$ cat src/rtl/fast_square_pkg.sv
// Shared definitions for the fast-square step framer: FSM encoding, framing words
// and header field widths.
package fast_square_pkg;

  typedef enum logic [1:0] {
    ST_IDLE  = 2'd0,
    ST_HDR   = 2'd1,
    ST_DATA  = 2'd2,
    ST_TRAIL = 2'd3
  } state_e;

  localparam int SAMPLE_W  = 16;
  localparam int CNT_W     = 16;
  localparam int STEP_W    = 5;
  localparam int HDR_PAD_W = SAMPLE_W - STEP_W;

  localparam logic [SAMPLE_W-1:0] DEF_SYNC_WORD  = 16'hA5A5;
  localparam logic [SAMPLE_W-1:0] DEF_TRAIL_WORD = 16'h5A5A;

  // Header Q word: step index in the top bits, zero padding below.
  function automatic logic [SAMPLE_W-1:0] hdr_q(input logic [STEP_W-1:0] idx);
    return {idx, {HDR_PAD_W{1'b0}}};
  endfunction

endpackage

$ cat src/rtl/fast_square_step_counter.sv
// Modulo-NUM_STEPS step index counter; clear wins over increment.
module fast_square_step_counter
  import fast_square_pkg::*;
#(
  parameter int NUM_STEPS = 32
) (
  input  logic              clock,
  input  logic              reset,
  input  logic              i_clr,
  input  logic              i_inc,
  output logic [STEP_W-1:0] o_idx
);

  localparam logic [STEP_W-1:0] LAST = STEP_W'(NUM_STEPS - 1);

  logic [STEP_W-1:0] r_idx;

  always_ff @(posedge clock or posedge reset) begin
    if (reset)       r_idx <= '0;
    else if (i_clr)  r_idx <= '0;
    else if (i_inc)  r_idx <= (r_idx == LAST) ? '0 : r_idx + STEP_W'(1);
  end

  assign o_idx = r_idx;

endmodule

$ cat src/rtl/fast_square_step_framer.sv
// Frames recorded I/Q windows with a sync header (carrying the step index) and a
// trailer carrying the saturating sample count.
module fast_square_step_framer
  import fast_square_pkg::*;
#(
  parameter int                  NUM_STEPS  = 32,
  parameter logic [SAMPLE_W-1:0] SYNC_WORD  = DEF_SYNC_WORD,
  parameter logic [SAMPLE_W-1:0] TRAIL_WORD = DEF_TRAIL_WORD
) (
  input  logic                clock,
  input  logic                reset,
  input  logic                enable,
  input  logic                step_reset,
  input  logic                step,
  input  logic                record,
  input  logic                in_strobe,
  input  logic [SAMPLE_W-1:0] i_in,
  input  logic [SAMPLE_W-1:0] q_in,
  output logic                out_strobe,
  output logic [SAMPLE_W-1:0] i_out,
  output logic [SAMPLE_W-1:0] q_out,
  output logic [STEP_W-1:0]   step_idx,
  output logic                overflow
);

  state_e              r_state;
  logic                r_record_d;
  logic                r_pending;
  logic                r_overflow;
  logic                r_out_strobe;
  logic [SAMPLE_W-1:0] r_i_out;
  logic [SAMPLE_W-1:0] r_q_out;
  logic [CNT_W-1:0]    r_cnt;

  logic                w_rec_rise;
  logic [STEP_W-1:0]   w_step_idx;

  assign w_rec_rise = record & ~r_record_d;

  fast_square_step_counter #(
    .NUM_STEPS(NUM_STEPS)
  ) u_step_cnt (
    .clock (clock),
    .reset (reset),
    .i_clr (step_reset),
    .i_inc (step),
    .o_idx (w_step_idx)
  );

  always_ff @(posedge clock or posedge reset) begin
    if (reset) begin
      r_state      <= ST_IDLE;
      r_record_d   <= 1'b0;
      r_pending    <= 1'b0;
      r_overflow   <= 1'b0;
      r_out_strobe <= 1'b0;
      r_i_out      <= '0;
      r_q_out      <= '0;
      r_cnt        <= '0;
    end else begin
      r_record_d   <= record;
      r_out_strobe <= 1'b0;
      if (!enable) begin
        r_state   <= ST_IDLE;
        r_pending <= 1'b0;
      end else begin
        case (r_state)
          ST_IDLE: if (w_rec_rise) r_state <= ST_HDR;
          // Header consumes the strobe; the sample it came with is dropped.
          ST_HDR: if (in_strobe) begin
            r_out_strobe <= 1'b1;
            r_i_out      <= SYNC_WORD;
            r_q_out      <= hdr_q(w_step_idx);
            r_cnt        <= '0;
            r_state      <= ST_DATA;
          end
          ST_DATA: begin
            if (!record) begin
              r_state <= ST_TRAIL;
            end else if (in_strobe) begin
              r_out_strobe <= 1'b1;
              r_i_out      <= i_in;
              r_q_out      <= q_in;
              if (r_cnt == '1) r_overflow <= 1'b1;
              else             r_cnt      <= r_cnt + CNT_W'(1);
            end
          end
          // A new window opened during TRAIL is remembered so it follows the trailer.
          ST_TRAIL: begin
            if (in_strobe) begin
              r_out_strobe <= 1'b1;
              r_i_out      <= TRAIL_WORD;
              r_q_out      <= r_cnt;
              r_pending    <= 1'b0;
              r_state      <= (r_pending | w_rec_rise) ? ST_HDR : ST_IDLE;
            end else if (w_rec_rise) begin
              r_pending <= 1'b1;
            end
          end
          default: r_state <= ST_IDLE;
        endcase
      end
    end
  end

  assign out_strobe = r_out_strobe;
  assign i_out      = r_i_out;
  assign q_out      = r_q_out;
  assign step_idx   = w_step_idx;
  assign overflow   = r_overflow;

endmodule

$ cat config.mk
export PLATFORM = sky130hd
export DESIGN_NAME = fast_square_step_framer
export DESIGN_NICKNAME = d
export VERILOG_FILES = /design/src/rtl/fast_square_pkg.sv /design/src/rtl/fast_square_step_counter.sv /design/src/rtl/fast_square_step_framer.sv
export SDC_FILE = /design/constraint.sdc
export NUM_CORES = 1
export LEC_CHECK = 0
export CAP_MARGIN = 20
export CORE_UTILIZATION = 40
export CTS_BUF_LIST = sky130_fd_sc_hd__clkbuf_8
export DETAILED_ROUTE_END_ITERATION = 7
export HOLD_SLACK_MARGIN = 0.08
export PLACE_DENSITY = 0.76
export SYNTH_ARGS = -nofsm -noshare
export SYNTH_HDL_FRONTEND = slang
export SYNTH_SLANG_ARGS = --single-unit
$ cat constraint.sdc
create_clock -name clock -period 2.5 [get_ports clock]
set_clock_uncertainty 0.1 [all_clocks]
set_input_delay 0.5 -clock clock [delete_from_list [all_inputs] [get_ports clock]]
set_output_delay 0.5 -clock clock [all_outputs]
set_load 0.01 [all_outputs]
==> results.json, run 1 <==
{
  "grt_pass1_vias": 2597,
  "holdWs_ps": 361,
  "ys_types": 42,
  "synth.area.mux_share_pct": 2.38,
  "post-route-period-util_pct": 85.0,
  "cts_resized": 0,
  "cts_buffers": 9,
  "clk_pin_slew_ps": 70,
  "nets": 451,
  "synthCells": 328,
  "crit_type": "reg -> reg",
  "synth_compound_area_share_pct": 24.6,
  "grt_antenna_before_repair": 0,
  "drt-total-wl_mm": 7.45,
  "grt_max_degree": 65,
  "cts.sinks": 59,
  "leakage_nw": 1.74,
  "final_cell_area_um2": 4120,
  "wire_per_inst_um": 14.7,
  "globalplace.congestion": 0.903,
  "critPathMaxStageDelay_ps": 530,
  "min_path_type": "reg -> reg",
  "detailedRoute.firstPassIterationCount": 4,
  "n_antenna_cell": 0,
  "synthSimpleGateAreaFrac_pct": 16.5,
  "use_met3_pct": 5.97,
  "crit_required_ps": 2680,
  "synth_top_family_by_area": "compound AO/OA/AOI/OAI gates",
  "setup_viol": 0,
  "placed_cells": 492,
  "slowest_stage": "or4_1",
  "whs_path_depth": 1,
  "cp_top_family": "simple AND/OR/NAND/NOR gates",
  "grt_first_pass_wirelength_mm": 12.2,
  "maxSlewHeadroom_pct": 66.5,
  "cts_setup_buffers": 0,
  "cts_tree": "done",
  "globalRouteOverflowTotal": 0,
  "postCtsHoldBufs": 0,
  "setup_tns_ps": 0,
  "crit_path_end_kind": "register",
  "syn_area_per_cell_um2": 9.15,
  "grt_util_all_layers_pct": 20.3,
  "cp_num_buf_inv": 1,
  "reg2reg_depth": 6,
  "initial_utilization_pct": 41.4,
  "postPlaceCellArea_um2": 3900,
  "path_depth": 6,
  "power_density_nw_per_um2": 900,
  "status": "completed",
  "htree_num_levels": 3,
  "ys.warnings.count": 0,
  "core-area_um2": 7250,
  "stdcell_count": 508,
  "dr.first_iter.drc_count": 169,
  "ctsLongestPathBuffers": 2,
  "ant_nets": 0,
  "worst_pin_slew_ps": 502,
  "die_w_um": 88.6,
  "io_buffers": 77,
  "drc": 0,
  "root_buffer": "clkbuf_8",
  "synth_fa_ha_area_share_pct": 3.34,
  "path_max_fanout": 15,
  "pin_count": 78,
  "synth_xor_area_share_pct": 0,
  "cap_violations": 0,
  "period_needed_ps": 2130,
  "met2_usage_pct": 32.3,
  "startpoint_type": "register",
  "via_per_inst": 5.35,
  "hold_viol": 0,
  "grtUsageMet1_pct": 25.6,
  "ir_worst_vdd_v": 0.000329,
  "synthesis.nets": 375,
  "drv_slew": 0,
  "clock.fmax_mhz": 471,
  "drive_gt1_share_pct": 8.31,
  "grt_busiest_layer": "met2",
  "die_height_um": 88.6,
  "ys_seq_area_share_pct": 49.2,
  "crit_chain": "inv_1 -> ha_1 -> nand2b_1 -> a21o_1 -> or4_1 -> nand3_1",
  "ys_ff_latch": 59,
  "area_delta_synth_final_pct": 37.2,
  "synth_area_um2": 3000,
  "design.die.area_um2": 7850,
  "dp_hpwl_mm": 5.34,
  "arrival_ps": 2300,
  "vias": 2717,
  "clk_latency_ps": 330,
  "rsz0062_at_grt": "no",
  "row_count": 31
}
synth_stat cells (all sizes together):
| library cell | n | share of area [%] |
|---|---|---|
| o21ba | 1 | 0.33 |
| a21boi | 1 | 0.63 |
| o22ai | 1 | 0.21 |
| a41oi | 1 | 0.29 |
| a21o | 3 | 0.75 |
| o2bb2ai | 1 | 0.29 |
| a21oi | 30 | 5.3 |
| o31ai | 9 | 2.3 |
| buf | 6 | 1.1 |
| nor2b | 2 | 0.42 |
| and2 | 3 | 0.63 |
| or4 | 1 | 0.25 |
| dfrtp | 59 | 49 |
| nor3 | 3 | 0.50 |
| a31oi | 5 | 1.0 |
| mux2i | 6 | 2.0 |
| nand4 | 3 | 0.63 |
| and4 | 2 | 0.67 |
| nor2 | 24 | 3.0 |
| mux2 | 1 | 0.38 |
| clkbuf | 15 | 1.9 |
| and4b | 2 | 0.67 |
| nand3 | 9 | 1.5 |
| nand2b | 2 | 0.42 |
| a211oi | 3 | 0.75 |
| inv | 8 | 1.0 |
| a22o | 6 | 1.8 |
| nor3b | 1 | 0.25 |
| o221ai | 1 | 0.29 |
| a211o | 2 | 0.58 |
| nand2 | 49 | 6.1 |
| a22oi | 13 | 3.3 |
| ha | 8 | 3.3 |
| and3 | 7 | 1.5 |
| a31o | 1 | 0.29 |
| o211ai | 1 | 0.25 |
| o21ai | 38 | 6.3 |
placed cells by master, fill, tap and decap left out, types with 5 or more instances in the layout:
cell type / instances
a22oi_1: 13
nand2_1: 49
o21ai_0: 35
ha_1: 8
clkdlybuf4s50_1: 77
nand3_1: 8
buf_4: 7
a31oi_1: 5
o31ai_1: 9
clkbuf_8: 12
a21oi_1: 28
dfrtp_1: 59
inv_1: 7
a22o_1: 6
nor2_1: 24
mux2i_1: 6
and3_1: 7
layer usage:
metal	part of all wire, %	up-vias	wire length (um)
li1	-	1326	-
met1	44	1300	3290
met2	48	84	3550
met3	6.9	7	513
met4	1.3	0	95
met5	0	-	0
cell type report:
| class | count | area, um^2 |
|---|---|---|
| clock buffer | 12 | 165 |
| clock inverter | 4 | 47.5 |
| fill | 635 | 3140 |
| inverter | 8 | 30.0 |
| multi-input combinational | 240 | 1410 |
| sequential | 59 | 1480 |
| tap | 99 | 124 |
| timing repair buffer | 86 | 863 |
report_power, final:
| part | switching [W] | internal [W] |
|---|---|---|
| Sequential | 0.000177 | 0.00121 |
| Combinational | 0.000699 | 0.000698 |
| Clock | 0.000379 | 0.000538 |
cells by family (layout without fill, tap and decap cells):
logic type,count (synthesis),after routing
AO/OA/AOI/OAI,117,117
adder cells (fa/ha/maj),8,8
buffers and inverters,29,110
flip-flops,59,59
multiplexers,7,7
AND/OR/NAND/NOR,108,108
state kept, by name, indices dropped and copies added, names as in the netlist:
signal	count
out_strobe	1
overflow	1
r_record_d	1
r_state	2
u_step_cnt.o_idx	5
r_cnt	16
r_pending	1
q_out	16
i_out	16
per-stage QoR:
step | util [%] | power (W) | setup slack (ps)
after floorplan | - | 0.00212 | 444
after global placement | 53.8 | 0.00277 | 208
after detailed placement | 53.8 | 0.00282 | 183
after CTS | 56.7 | 0.00374 | 357
after global routing | 56.7 | 0.00397 | 194
final | 56.7 | 0.00370 | 375
final timing paths:
kind / startpoint / end / slack (ps)
max: r_state[0] / r_cnt[6] / 370
max in group asynchronous: reset / r_cnt[14] / 1400
min reg2reg: overflow / overflow / 360
min in group asynchronous: reset / i_out[13] / 380
max reg2reg: r_state[0] / r_cnt[6] / 370
min: overflow / overflow / 360
Power figures use the tool's default switching activity.
==> inputs of run 2 (changes only) <==
--- a/config.mk
+++ b/config.mk
@@ -6,11 +6,13 @@
 export NUM_CORES = 1
 export LEC_CHECK = 0
 export CAP_MARGIN = 20
-export CORE_UTILIZATION = 40
+export CELL_PAD_IN_SITES_DETAIL_PLACEMENT = 1
+export CELL_PAD_IN_SITES_GLOBAL_PLACEMENT = 1
+export CORE_UTILIZATION = 38
 export CTS_BUF_LIST = sky130_fd_sc_hd__clkbuf_8
 export DETAILED_ROUTE_END_ITERATION = 7
 export HOLD_SLACK_MARGIN = 0.08
-export PLACE_DENSITY = 0.76
+export PLACE_DENSITY = 0.91
 export SYNTH_ARGS = -nofsm -noshare
 export SYNTH_HDL_FRONTEND = slang
 export SYNTH_SLANG_ARGS = --single-unit
==> results.json, run 2 (same netlist as run 1, synthesis figures left out) <==
{
  "postCtsHoldBufs": 0,
  "cts_buffers": 9,
  "setup_viol": 0,
  "clock.fmax_mhz": 441,
  "power_density_nw_per_um2": 917,
  "wire_per_inst_um": 17.9,
  "cts_resized": 0,
  "drive_gt1_share_pct": 8.09,
  "arrival_ps": 2460,
  "dr.first_iter.drc_count": 139,
  "area_delta_synth_final_pct": 36.6,
  "core-area_um2": 7690,
  "n_antenna_cell": 0,
  "path_max_fanout": 41,
  "min_path_type": "reg -> reg",
  "period_needed_ps": 2270,
  "grt_max_degree": 65,
  "worstHoldStart": "overflow",
  "hold_viol": 0,
  "htree_num_levels": 3,
  "vias": 2875,
  "grt_util_all_layers_pct": 23.1,
  "design.die.area_um2": 8250,
  "cts_tree": "done",
  "drc": 0,
  "final_common_cell": "clkdlybuf4s50_1",
  "min_to": "overflow",
  "via_per_inst": 5.64,
  "grt_first_pass_wirelength_mm": 15.1,
  "fillers": 904,
  "p_total_w": 0.00376,
  "globalRouteOverflowTotal": 0,
  "die_w_um": 90.9,
  "worstReg2RegStart": "r_state[0]",
  "post-route-period-util_pct": 90.7,
  "detailedRoute.firstPassIterationCount": 4,
  "cts_setup_buffers": 0,
  "initial_utilization_pct": 39.0,
  "final_cell_mix": "clkdlybuf4s50_1 (77), dfrtp_1 (59), nand2_1 (49)",
  "r2r_slack_ps": 230,
  "cap_violations": 0,
  "cts.sinks": 59,
  "globalplace.congestion": 0.907,
  "pin_count": 78,
  "grt_pass1_vias": 3002,
  "maxSlewHeadroom_pct": 67.5,
  "nets": 450,
  "dp_hpwl_mm": 6.17,
  "crit_path_end_kind": "register",
  "io_buffers": 77,
  "ctsLongestPathBuffers": 2,
  "startpoint_type": "register",
  "leakage_nw": 1.72,
  "status": "completed",
  "worst_pin_slew_ps": 484,
  "drt-total-wl_mm": 9.12,
  "ir_worst_vdd_v": 0.000264,
  "root_buffer": "clkbuf_8",
  "ant_nets": 0,
  "reg2reg_depth": 6,
  "clk_pin_slew_ps": 80,
  "crit_required_ps": 2690,
  "drv_slew": 0,
  "whs_path_depth": 1,
  "rsz0062_at_grt": "no",
  "row_count": 32,
  "die_height_um": 90.9,
  "r2r-end": "r_cnt[6]",
  "clk_latency_ps": 350,
  "setup_tns_ps": 0,
  "grt_antenna_before_repair": 0,
  "crit_type": "reg -> reg"
}
## run 2: cell type report
| class | count | area (um^2) | share of cell area [%] |
|---|---|---|---|
| Clock buffer | 9 | 124 | 3.02 |
| Timing Repair Buffer | 85 | 856 | 20.9 |
| Tap cell | 102 | 128 | 3.11 |
| Sequential cell | 59 | 1480 | 36.0 |
| Multi-Input combinational cell | 240 | 1410 | 34.4 |
| Clock inverter | 7 | 76.3 | 1.86 |
| Inverter | 8 | 30.0 | 0.733 |
## run 2: how the worst max path moves through the flow
stage,start,to,slack [ps],cells past startpoint
5_1_grt,r_state[0],r_cnt[1],70,8
6_report,r_state[0],r_cnt[6],230,6
3_3_place_gp,record,r_cnt[6],270,5
4_1_cts,r_state[0],r_cnt[6],240,6
2_1_floorplan,reset,i_out[0],440,1
3_5_place_dp,enable,r_cnt[1],150,7
## run 2: metal layers
metal / part of all wire [%] / GRT usage [%] / vias to the layer above
met5: 0 / 0 / -
li1: - / - / 1331
met1: 44 / 29.0 / 1446
met3: 3.5 / 3.62 / 17
met4: 2.0 / 9.66 / 0
met2: 51 / 39.6 / 81
## run 2: power by group
group	switching, W	internal [W]
logic	0.000760	0.000699
clock network	0.000430	0.000466
registers	0.000196	0.00121
## run 2: stage by stage
stage	util [%]	hold WS, ps	worst slack (ps)	area (um^2)	cells
final	53.3	374	232	4100	510
after CTS	53.3	385	239	4100	510
after detailed placement	50.7	356	147	3900	494
after global placement	50.7	347	273	3900	494
after floorplan	-	379	444	3000	328
after global routing	53.3	404	74.8	4100	510
## run 2: worst max-delay path: stages (launching register included)
cell	delay [ps]
dfrtp_1	440
inv_1	130
ha_1	220
buf_4	400
inv_1	250
or4_1	560
nand3_1	100
==> inputs of run 3 (changes only) <==
--- a/config.mk
+++ b/config.mk
@@ -13,6 +13,7 @@
 export DETAILED_ROUTE_END_ITERATION = 7
 export HOLD_SLACK_MARGIN = 0.08
 export PLACE_DENSITY = 0.91
+export SETUP_SLACK_MARGIN = 0.2
 export SYNTH_ARGS = -nofsm -noshare
 export SYNTH_HDL_FRONTEND = slang
 export SYNTH_SLANG_ARGS = --single-unit
==> results.json, run 3 (same netlist as run 1, synthesis figures left out) <==
{
  "ant_nets": 0,
  "cap_violations": 0,
  "final_common_cell": "clkdlybuf4s50_1",
  "final_cell_mix": "clkdlybuf4s50_1 (77), dfrtp_1 (59), nand2_1 (49)",
  "multi_input_area_um2": 1410,
  "grt_util_all_layers_pct": 23.1,
  "stdcell_count": 510,
  "worstReg2RegStart": "r_state[0]",
  "drt-total-wl_mm": 9.08,
  "grt_first_pass_wirelength_mm": 15.1,
  "cts_buffers": 9,
  "reg2reg_depth": 8,
  "worstHoldStart": "overflow",
  "die_height_um": 90.9,
  "clkPwrFrac_pct": 23.8,
  "hold_viol": 0,
  "switching_power_w": 0.00138,
  "design.die.area_um2": 8250,
  "globalplace.congestion": 0.907,
  "period_needed_ps": 2240,
  "startpoint_type": "register",
  "path_max_fanout": 12,
  "r2r-end": "r_cnt[1]",
  "min_to": "overflow",
  "crit_path_end_kind": "register",
  "initial_utilization_pct": 39.0,
  "pwr-share-seq_pct": 37.3,
  "cts.sinks": 59,
  "rsz0062_at_grt": "yes",
  "register_area_um2": 1480,
  "critPathMaxStageDelay_ps": 430,
  "r2r_slack_ps": 260,
  "nets": 450,
  "grt_antenna_before_repair": 0,
  "whs_path_depth": 1,
  "holdWs_ps": 374,
  "clk_pin_slew_ps": 80,
  "placed_cells": 494,
  "power_density_nw_per_um2": 916,
  "via_per_inst": 5.65,
  "dp_hpwl_mm": 6.17,
  "leakage_nw": 1.72,
  "area_delta_synth_final_pct": 36.8,
  "post-route-period-util_pct": 89.6,
  "globalRouteOverflowTotal": 0,
  "fillers": 903,
  "pin_count": 78,
  "slowest_stage": "dfrtp_1",
  "cts_tree": "done",
  "setup_tns_ps": 0,
  "ir_worst_vdd_v": 0.000296,
  "root_buffer": "clkbuf_8",
  "worst_pin_slew_ps": 482,
  "arrival_ps": 2400,
  "io_buffers": 77,
  "row_count": 32,
  "intPower_w": 0.00238,
  "cts_setup_buffers": 0,
  "clock.fmax_mhz": 447,
  "ctsLongestPathBuffers": 2,
  "crit_required_ps": 2660,
  "crit_chain": "inv_1 -> ha_1 -> nand2b_1 -> a21o_2 -> buf_4 -> a21oi_1 -> a22oi_1 -> o21ai_0",
  "drive_gt1_share_pct": 8.33,
  "grt_pass1_vias": 3002,
  "drc": 0,
  "combPwrFrac_pct": 38.9,
  "detailedRoute.firstPassIterationCount": 4,
  "htree_num_levels": 3,
  "setup_viol": 0,
  "core-area_um2": 7690,
  "crit_type": "reg -> reg",
  "n_antenna_cell": 0,
  "vias": 2879,
  "grt_max_degree": 65,
  "drv_slew": 0,
  "die_w_um": 90.9,
  "maxSlewHeadroom_pct": 67.7,
  "min_path_type": "reg -> reg",
  "swShare_pct": 36.7,
  "dr.first_iter.drc_count": 126,
  "clk_latency_ps": 350,
  "status": "completed",
  "wire_per_inst_um": 17.8
}
==> run 3: cell types whose count changed in the layout (fill, tap and decap cells not counted) <==
cell / delta
a21o_1: -1
a21o_2: +1
buf_4: -1
buf_6: +1
==> run 3: worst max-delay path by stage <==
stage	from	endpoint	slack [ps]	depth (start not counted)
after global placement	record	r_cnt[6]	270	5
after global routing	r_state[0]	r_cnt[1]	110	8
after detailed placement	enable	r_cnt[1]	150	7
final	r_state[0]	r_cnt[1]	260	8
after CTS	r_state[0]	r_cnt[6]	240	6
after floorplan	reset	i_out[0]	440	1
==> run 3: metrics by stage <==
step | power [W] | instance area [um^2] | util (%) | worst slack [ps]
6_report | 0.00376 | 4100 | 53.4 | 261
5_1_grt | 0.00399 | 4100 | 53.4 | 112
4_1_cts | 0.00378 | 4100 | 53.3 | 239
3_5_place_dp | 0.00288 | 3900 | 50.7 | 147
3_3_place_gp | 0.00277 | 3900 | 50.7 | 273
2_1_floorplan | 0.00212 | 3000 | - | 444
==> run 3: what timing repair did <==
item                                    4_1_cts  5_1_grt
resized for setup                             0        2
hold buffers                                  0        0
endpoints found under the setup margin        0        3
==> run 3: worst max-delay path: cells and delay by family (launching register included) <==
family	cells	cell delay, ps
compound gates	4	850
simple gates	1	200
buf+inv	2	290
flops	1	430
fa+ha+maj	1	270
==> run 3: cell type report <==
class / count / area share (%)
Clock buffer: 9 / 3.02
Sequential cell: 59 / 36.0
Inverter: 8 / 0.732
Timing Repair Buffer: 85 / 20.9
Tap cell: 102 / 3.11
Multi-Input combinational cell: 240 / 34.4
Clock inverter: 7 / 1.86
==> run 3: power by group through the flow <==
stage	clock, W	combinational (W)	sequential [W]
after global routing	0.000947	0.00160	0.00144
after CTS	0.000908	0.00147	0.00141
after global placement	0	0.00137	0.00140
after floorplan	0	0.000650	0.00147
final	0.000896	0.00146	0.00140
after detailed placement	0	0.00146	0.00142
==> run 3: routing by layer <==
metal	vias up	GRT usage [%]	share of wire [%]	wire length, um
met4	0	9.66	2.1	192
met5	-	0	0	0
met2	87	39.6	51	4600
met1	1441	29.0	43	3950
met3	19	3.62	3.7	338
li1	1332	-	-	-
